--- src/rtl/sim_mem_pkg.sv ---
// Shared types and constants for the simulation memory bridge:
// FSM encoding, MMIO decode constants, LFSR seed/taps and a debug view.
package sim_mem_pkg;

    typedef enum logic [1:0] {
        IDLE   = 2'd0,
        WAIT   = 2'd1,
        ACCESS = 2'd2,
        RESP   = 2'd3
    } state_t;

    localparam logic [31:0] CON_ADDR_DEF   = 32'h1000_0000;
    localparam logic [31:0] PASS_ADDR_DEF  = 32'h2000_0000;
    localparam logic [31:0] PASS_VALUE_DEF = 32'd123456789;

    localparam logic [15:0] LFSR_SEED = 16'hACE1;
    // Taps 16,14,13,11 of a right-shifting Fibonacci LFSR land on bits 0,2,3,5.
    localparam logic [15:0] LFSR_TAPS = 16'h002D;

    typedef struct packed {
        state_t      state;
        logic [8:0]  cnt;
        logic [15:0] lfsr;
    } dbg_t;

    function automatic logic [15:0] lfsr_next(input logic [15:0] s);
        return {^(s & LFSR_TAPS), s[15:1]};
    endfunction

endpackage

--- src/rtl/sim_mem_bridge_lfsr.sv ---
// 16-bit Fibonacci LFSR that steps only when enabled; used to draw
// pseudo-random extra wait states, one draw per accepted request.
module sim_lfsr16
    import sim_mem_pkg::*;
#(
    parameter logic [15:0] SEED = LFSR_SEED
) (
    input  logic        clock,
    input  logic        resetn,
    input  logic        en,
    output logic [15:0] value
);

    always_ff @(posedge clock or negedge resetn) begin
        if (!resetn) begin
            value <= SEED;
        end else if (en) begin
            value <= lfsr_next(value);
        end
    end

endmodule

--- src/rtl/sim_mem_bridge.sv ---
// Bridge from the PicoRV32 native memory port to a 1-cycle synchronous SRAM,
// with wait-state injection, console/pass MMIO words and sticky error flags.
module sim_mem_bridge
    import sim_mem_pkg::*;
#(
    parameter int          MEM_WORDS   = 32768,
    parameter int          WAIT_CYCLES = 0,
    parameter int          RAND_STALL  = 0,
    parameter logic [31:0] CON_ADDR    = CON_ADDR_DEF,
    parameter logic [31:0] PASS_ADDR   = PASS_ADDR_DEF,
    parameter logic [31:0] PASS_VALUE  = PASS_VALUE_DEF,
    localparam int         AW          = $clog2(MEM_WORDS)
) (
    input  logic          clock,
    input  logic          resetn,
    // Handshake: the core holds mem_valid and the request fields stable until
    // the single-cycle mem_ready pulse; the request is consumed on that edge.
    input  logic          mem_valid,
    input  logic [31:0]   mem_addr,
    input  logic [31:0]   mem_wdata,
    input  logic [3:0]    mem_wstrb,
    output logic          mem_ready,
    output logic [31:0]   mem_rdata,
    output logic          sram_en,
    output logic [3:0]    sram_we,
    output logic [AW-1:0] sram_addr,
    output logic [31:0]   sram_wdata,
    input  logic [31:0]   sram_rdata,
    output logic          con_valid,
    output logic [7:0]    con_data,
    output logic          tests_passed,
    output logic          bus_error,
    output dbg_t          dbg
);

    state_t      state, state_next;
    logic [8:0]  cnt_q, cnt_next, start_cnt;
    logic [31:0] addr_q, wdata_q;
    logic [3:0]  wstrb_q;
    logic [15:0] lfsr;
    logic        accept;
    logic        ram_hit, is_con, is_pass, pass_ok, proto_bad;

    sim_lfsr16 #(.SEED(LFSR_SEED)) u_lfsr (
        .clock  (clock),
        .resetn (resetn),
        .en     (accept),
        .value  (lfsr)
    );

    assign start_cnt = 9'(WAIT_CYCLES) + ((RAND_STALL != 0) ? {7'd0, lfsr[1:0]} : 9'd0);
    assign ram_hit   = (addr_q[31:AW+2] == '0);
    assign is_con    = (addr_q == CON_ADDR);
    assign is_pass   = (addr_q == PASS_ADDR);
    assign pass_ok   = is_pass && (wstrb_q == 4'hF) && (wdata_q == PASS_VALUE);
    // Any drift of the held request while it is in flight is a core bug.
    assign proto_bad = (state != IDLE) &&
                       (!mem_valid || mem_addr != addr_q ||
                        mem_wdata != wdata_q || mem_wstrb != wstrb_q);

    assign sram_addr  = addr_q[AW+1:2];
    assign sram_wdata = wdata_q;
    assign dbg        = {state, cnt_q, lfsr};

    always_ff @(posedge clock or negedge resetn) begin
        if (!resetn) begin
            state        <= IDLE;
            cnt_q        <= '0;
            addr_q       <= '0;
            wdata_q      <= '0;
            wstrb_q      <= '0;
            tests_passed <= 1'b0;
            bus_error    <= 1'b0;
        end else begin
            state <= state_next;
            cnt_q <= cnt_next;
            if (accept) begin
                addr_q  <= mem_addr;
                wdata_q <= mem_wdata;
                wstrb_q <= mem_wstrb;
            end
            if (state == ACCESS && pass_ok) begin
                tests_passed <= 1'b1;
            end
            if ((state == ACCESS && !(ram_hit || is_con || is_pass)) || proto_bad) begin
                bus_error <= 1'b1;
            end
        end
    end

    always_comb begin
        state_next = state;
        cnt_next   = cnt_q;
        accept     = 1'b0;
        mem_ready  = 1'b0;
        mem_rdata  = '0;
        sram_en    = 1'b0;
        sram_we    = '0;
        con_valid  = 1'b0;
        con_data   = '0;
        case (state)
            IDLE: begin
                if (mem_valid) begin
                    accept     = 1'b1;
                    cnt_next   = start_cnt;
                    state_next = (start_cnt != 0) ? WAIT : ACCESS;
                end
            end
            WAIT: begin
                cnt_next = cnt_q - 9'd1;
                if (cnt_q == 9'd1) begin
                    state_next = ACCESS;
                end
            end
            ACCESS: begin
                if (ram_hit) begin
                    sram_en = 1'b1;
                    sram_we = wstrb_q;
                end else if (is_con && wstrb_q != 4'h0) begin
                    con_valid = 1'b1;
                    con_data  = wdata_q[7:0];
                end
                state_next = RESP;
            end
            RESP: begin
                mem_ready = 1'b1;
                // SRAM data issued in ACCESS arrives exactly in this cycle.
                if (ram_hit && wstrb_q == 4'h0) begin
                    mem_rdata = sram_rdata;
                end
                state_next = IDLE;
            end
            default: state_next = IDLE;
        endcase
    end

endmodule

--- config.mk ---
export PLATFORM = sky130hd
export DESIGN_NAME = sim_mem_bridge
export DESIGN_NICKNAME = d
export VERILOG_FILES = /design/src/rtl/sim_mem_pkg.sv /design/src/rtl/sim_mem_bridge_lfsr.sv /design/src/rtl/sim_mem_bridge.sv
export SDC_FILE = /design/constraint.sdc
export NUM_CORES = 1
export LEC_CHECK = 0
export ABC_AREA = 1
export BUFFER_PORTS_ARGS = -buffer_cell sky130_fd_sc_hd__buf_2
export CAP_MARGIN = 5
export CORE_MARGIN = 1
export CORE_UTILIZATION = 30
export DETAILED_ROUTE_END_ITERATION = 12
export PLACE_DENSITY = 0.62
export SKIP_CTS_REPAIR_TIMING = 1
export SYNTH_ARGS = -nofsm -noshare
export SYNTH_HDL_FRONTEND = slang
export SYNTH_SLANG_ARGS = --single-unit
--- constraint.sdc ---
create_clock -name clock -period 2 [get_ports clock]
set_clock_uncertainty 0.05 [all_clocks]
set_input_delay 0.3 -clock clock [delete_from_list [all_inputs] [get_ports clock]]
set_output_delay 0.3 -clock clock [all_outputs]
set_load 0.02 [all_outputs]
# Yosys cells after proc, flatten, opt, wreduce, memory -nomap -nowiden
# Cells that the tools add are included.
# op_classes
add_sub_neg	1
n_mul	0
div_mod_pow	0
magnitude_cmp	0
eq_ne	13
n_shift	0
n_mux	20
bitwise_logic	0
n_reduce_logical	24
# op_table
cell	n
$mux 32	2
$ne 32x32->1	2
$eq 32x27->1 const B	1
$eq 32x29->1 const B	1
$eq 32x30->1 const B	1
$mux 8	3
$pmux 9 s2	1
$reduce_xor 16->1	1
$logic_not 15->1	1
$eq 9x1->1 const B	1
$mux 9	1
$sub 9x1->9 const B	1
$mux 1	8
$mux 4	2
$pmux 2 s4	1
$logic_and 1x1->1	7
$logic_or 1x1->1	6
$eq 2x2->1 const B	2
$eq 4x4->1 const B	1
$logic_not 4->1	1
$mux 2	2
$ne 2x2->1 const B	2
$ne 4x4->1	1
$reduce_and 2->1	2
5 further kinds	7
# totals
ff_bits	97
latchBits	0
ramBits	0
romBits	0
in_bits	103
out_inout_bits	123
elab_cells	66
mem_count	0

# Depth between registers and ports, before layout
# logic_depth
ltp_word	6
depth_mapped	11
mapped_depth_nobuf	11

# Cells and area by module
# A second synthesis with hierarchy kept.
# hier_totals
hier_cells	886
hier_area_um2	5891.9
# modules_own_cells
module	n_inst	cells_each	area_each_um2	seq_area_each_um2
sim_mem_bridge	1	807	5198.7	2026.9
sim_lfsr16	1	79	693.2	410.4

# Worst setup path after synthesis
# No wires, ideal clock.
# synth_timing
kind	reg-to-output
startpoint	reg state[1]
endpoint	out sram_we[0]
arrival_time_ns	1.530
required_time_ns	1.650
slack_ns	0.120
path_stages_with_launch	7
n_path_buf	0
path_cell_list	dfrtp_1 -> inv_1 -> nor2_1 -> inv_1 -> nor2_1 -> inv_1 -> nor2_1
# synth_between
elab_chain_len	2
# synth_lines
item	line_no	source
start, declared	sim_mem_bridge.sv:36	state_t state, state_next;
start signal, assigned	sim_mem_bridge.sv:75	state <= state_next;
$eq 2x2->1	sim_mem_bridge.sv:101	case (state)
$mux 4	sim_mem_bridge.sv:101	
end, declared	sim_mem_bridge.sv:25	output logic [3:0] sram_we,
# Every way passes these cells.

# Final worst setup path
# layout_timing
startpoint	reg addr_q[24]
endpoint	out con_data[2]
# layout_between
elab_chain_len	5
elab_cells_between_ends	6
cone_classes	1 x eq/ne; 3 x mux; 2 x reduce/logical
# layout_lines
item	line_no	source
start, declared	sim_mem_bridge.sv:38	logic [31:0] addr_q, wdata_q;
start signal, assigned	sim_mem_bridge.sv:78	addr_q <= mem_addr;
$eq 32x29->1	sim_mem_bridge.sv:53	assign is_con = (addr_q == CON_ADDR);
$logic_and 1x1->1	sim_mem_bridge.sv:119	end else if (is_con && wstrb_q != 4'h0) begin
$mux 8	sim_mem_bridge.sv:119	
$mux 8 *	sim_mem_bridge.sv:116	if (ram_hit) begin
$mux 8 *	sim_mem_bridge.sv:101	
end, declared	sim_mem_bridge.sv:30	output logic [7:0] con_data,
# Mark *: on every way between the ends. The rest lies on a longest branch, timed or not.

==> qor.yml <==
fmax_mhz: 443.1
synth_edf_count: 0
outcome: "complete, but fails checks"
die_x_um: 139.7
grt_max_degree: 82
dp_slack_ps: 37.68
fin_nets: 1145
violations: "negative setup slack"
final_core_util_pct: 41.30
hold_slack_ps: 129.2
top_usage_layer: "met2"
synth_seq_cells: 97
gp_congestion: 0.8037
required_ps: 1650
wl_per_cell_um: 12.99
place_inst: 1253
met2_usage_pct: 28.13
antenna_found_initial: 2
use_met1_pct: 22.46
fp.dieArea_mm2: 0.01951
die_h_um: 139.7
fin_cells: 1276
crit_type: "reg -> out"
cts_buffers: 9
ir_drop_v: 0.0008366
synthToLayoutAreaGrowth_pct: 32.64
period_share_pct: 112.8
io_pins: 226
drv_slew: 0
power-per-cell-area_mw_per_mm2: 1405
hold_viol_final: 0
hpwl_mm: 12.59
htreeDepth: 3
tns_ps: -7624
setup_viol: 44
final_cell_mix: "301 x nand2_1, 197 x buf_2, 94 x nor2_1"
synth_top_area_share_pct: 39.16
clockBufferDepth: 2
grt_pass1_wl_mm: 26.54
use_met3_pct: 4.164
slowest_stage: "dfrtp_1"
clock_sinks: 97
cts_tree: "yes"
post-route-drc-count: 0
wirelength_mm: 16.57
vias: 5652
cts_root_buffer: "clkbuf_16"
leakage_nw: 4.051
yosys-top-cells-area: "dfrtp_1 39%, nand2_1 20%, nor2_1 7.1%"
globalRouteOverflowTotal: 0
drive_gt1_share_pct: 29.57
period_needed_ps: 2257
drv_cap: 0
critPathCaptureType: "output port"
grt_pass1_vias: 5310
async_reset_ff_share_pct: 100.0
tightest_slew_ps: 632.5
path_max_fanout: 5
netlist_instances: 825
synth_fp_nets: 930
worstPathArrival_ps: 1910
ys_types: 29
syn-cell-area_mm2: 0.005688
worstSkewPairLatency_ps: 340
hold_class: "in -> reg"
fillCellCount: 1930
fin_ws_ps: -256.9
cp_top_family: "simple AND/OR/NAND/NOR gates"
final_area_mm2: 0.007545
drt-initial-drc-count: 253
portBuffers: 225
vias_per_cell: 4.429
seq_area_frac_synth_pct: 42.85
critPathMaxStageDelay_ps: 400
firstDrtPassIters: 4
mostFrequentLayoutCell: "nand2_1"
antenna_left: 0
core-area_mm2: 0.01827
fin_total_pwr_mw: 10.60
track_usage_pct: 17.10
avgSynthCellArea_um2: 6.894
yosysWarnings: 0
path_buf_inv: 2
rows: 49
rsz0062_at_grt: "yes"
clkTransAtPathRegs_ps: 70
initial_core_util_pct: 31.13
cp_cell_sequence: "inv_2, nand2_1, nor3_2, nand2_1, nor2_2, nand2_2, nor2_4, nand2_4, nor2_4, buf_6"
cp-start-kind: "register"
relSlewSlack_pct: 57.77
yosysTopAreaCell: "dfrtp_1"
postPlaceCellArea_mm2: 0.006994
synth_ff_type: "dfrtp_1"
[report_power, final]
group,internal [mW],total (mW),switching [mW]
clock network,1.13,1.88,0.752
registers,2.88,3.68,0.791
logic,1.75,5.04,3.29
total,5.77,10.6,4.83
[cell usage after synthesis (2+ instances only)]
master,count
nor2_1,107
buf_6,4
dfstp_2,8
nand2_1,304
inv_2,5
o21ai_1,17
nand4_1,13
nor3_1,6
buf_2,2
buf_4,24
nor2_2,5
o21ai_0,69
nor3_2,2
nand2_2,2
clkbuf_1,9
dfrtp_1,89
xnor2_1,17
nand3_1,14
inv_1,103
a21oi_1,4
ha_1,2
nor4_1,3
xor2_1,10
[per-layer routing]
metal,routed length (um),vias up
met5,0,-
met4,184,0
met3,817,14
met2,7864,137
met1,7705,2566
li1,-,2935
[flip-flops by register name, summed over array words and instances (netlist names)]
register	flops
cnt_q	9
tests_passed	1
bus_error	1
u_lfsr.value	16
wstrb_q	4
addr_q	32
sram_wdata	32
state	2
[logic make-up after synthesis]
group | synth area share, %
simple gates | 32.45
buf+inv | 11.92
flops | 42.85
compound gates | 8.183
xor+xnor | 4.157
fa+ha+maj | 0.4399
[path summary, 6_finish.rpt]
| check | slack, ps | cells after the start | end | from |
|---|---|---|---|---|
| setup / recovery | -260 | 10 | con_data[2] | addr_q[24]$_DFFE_PN0P_ |
| hold / removal | 130 | 3 | sram_wdata[24]$_DFFE_PN0P_ | mem_wdata[24] |
| setup reg to reg | 460 | 6 | cnt_q[4]$_DFFE_PN0P_ | state[0]$_DFFE_PN0P_ |
| hold reg to reg | 420 | 1 | tests_passed$_DFFE_PN0P_ | tests_passed$_DFFE_PN0P_ |
| max in group asynchronous | 870 | 3 | addr_q[31]$_DFFE_PN0P_ | resetn |
| min in group asynchronous | 440 | 2 | sram_wdata[18]$_DFFE_PN0P_ | resetn |
[tightest hold or removal path, delay by kind of cell]
| family | cells | cell delay [ps] |
|---|---|---|
| buf+inv | 1 | 90 |
| simple gates | 2 | 100 |
[area by class of cell]
class	instances	area [um^2]	share of cell area (%)
Antenna cell	2	5.005	0.06633
Clock buffer	13	250.2	3.317
Sequential cell	97	2437	32.31
Timing Repair Buffer	242	1423	18.86
Inverter	109	409.1	5.423
Multi-Input combinational cell	581	2669	35.37
Clock inverter	3	65.06	0.8624
Tap cell	229	286.5	3.798
(Power assumes the default switching activity.)
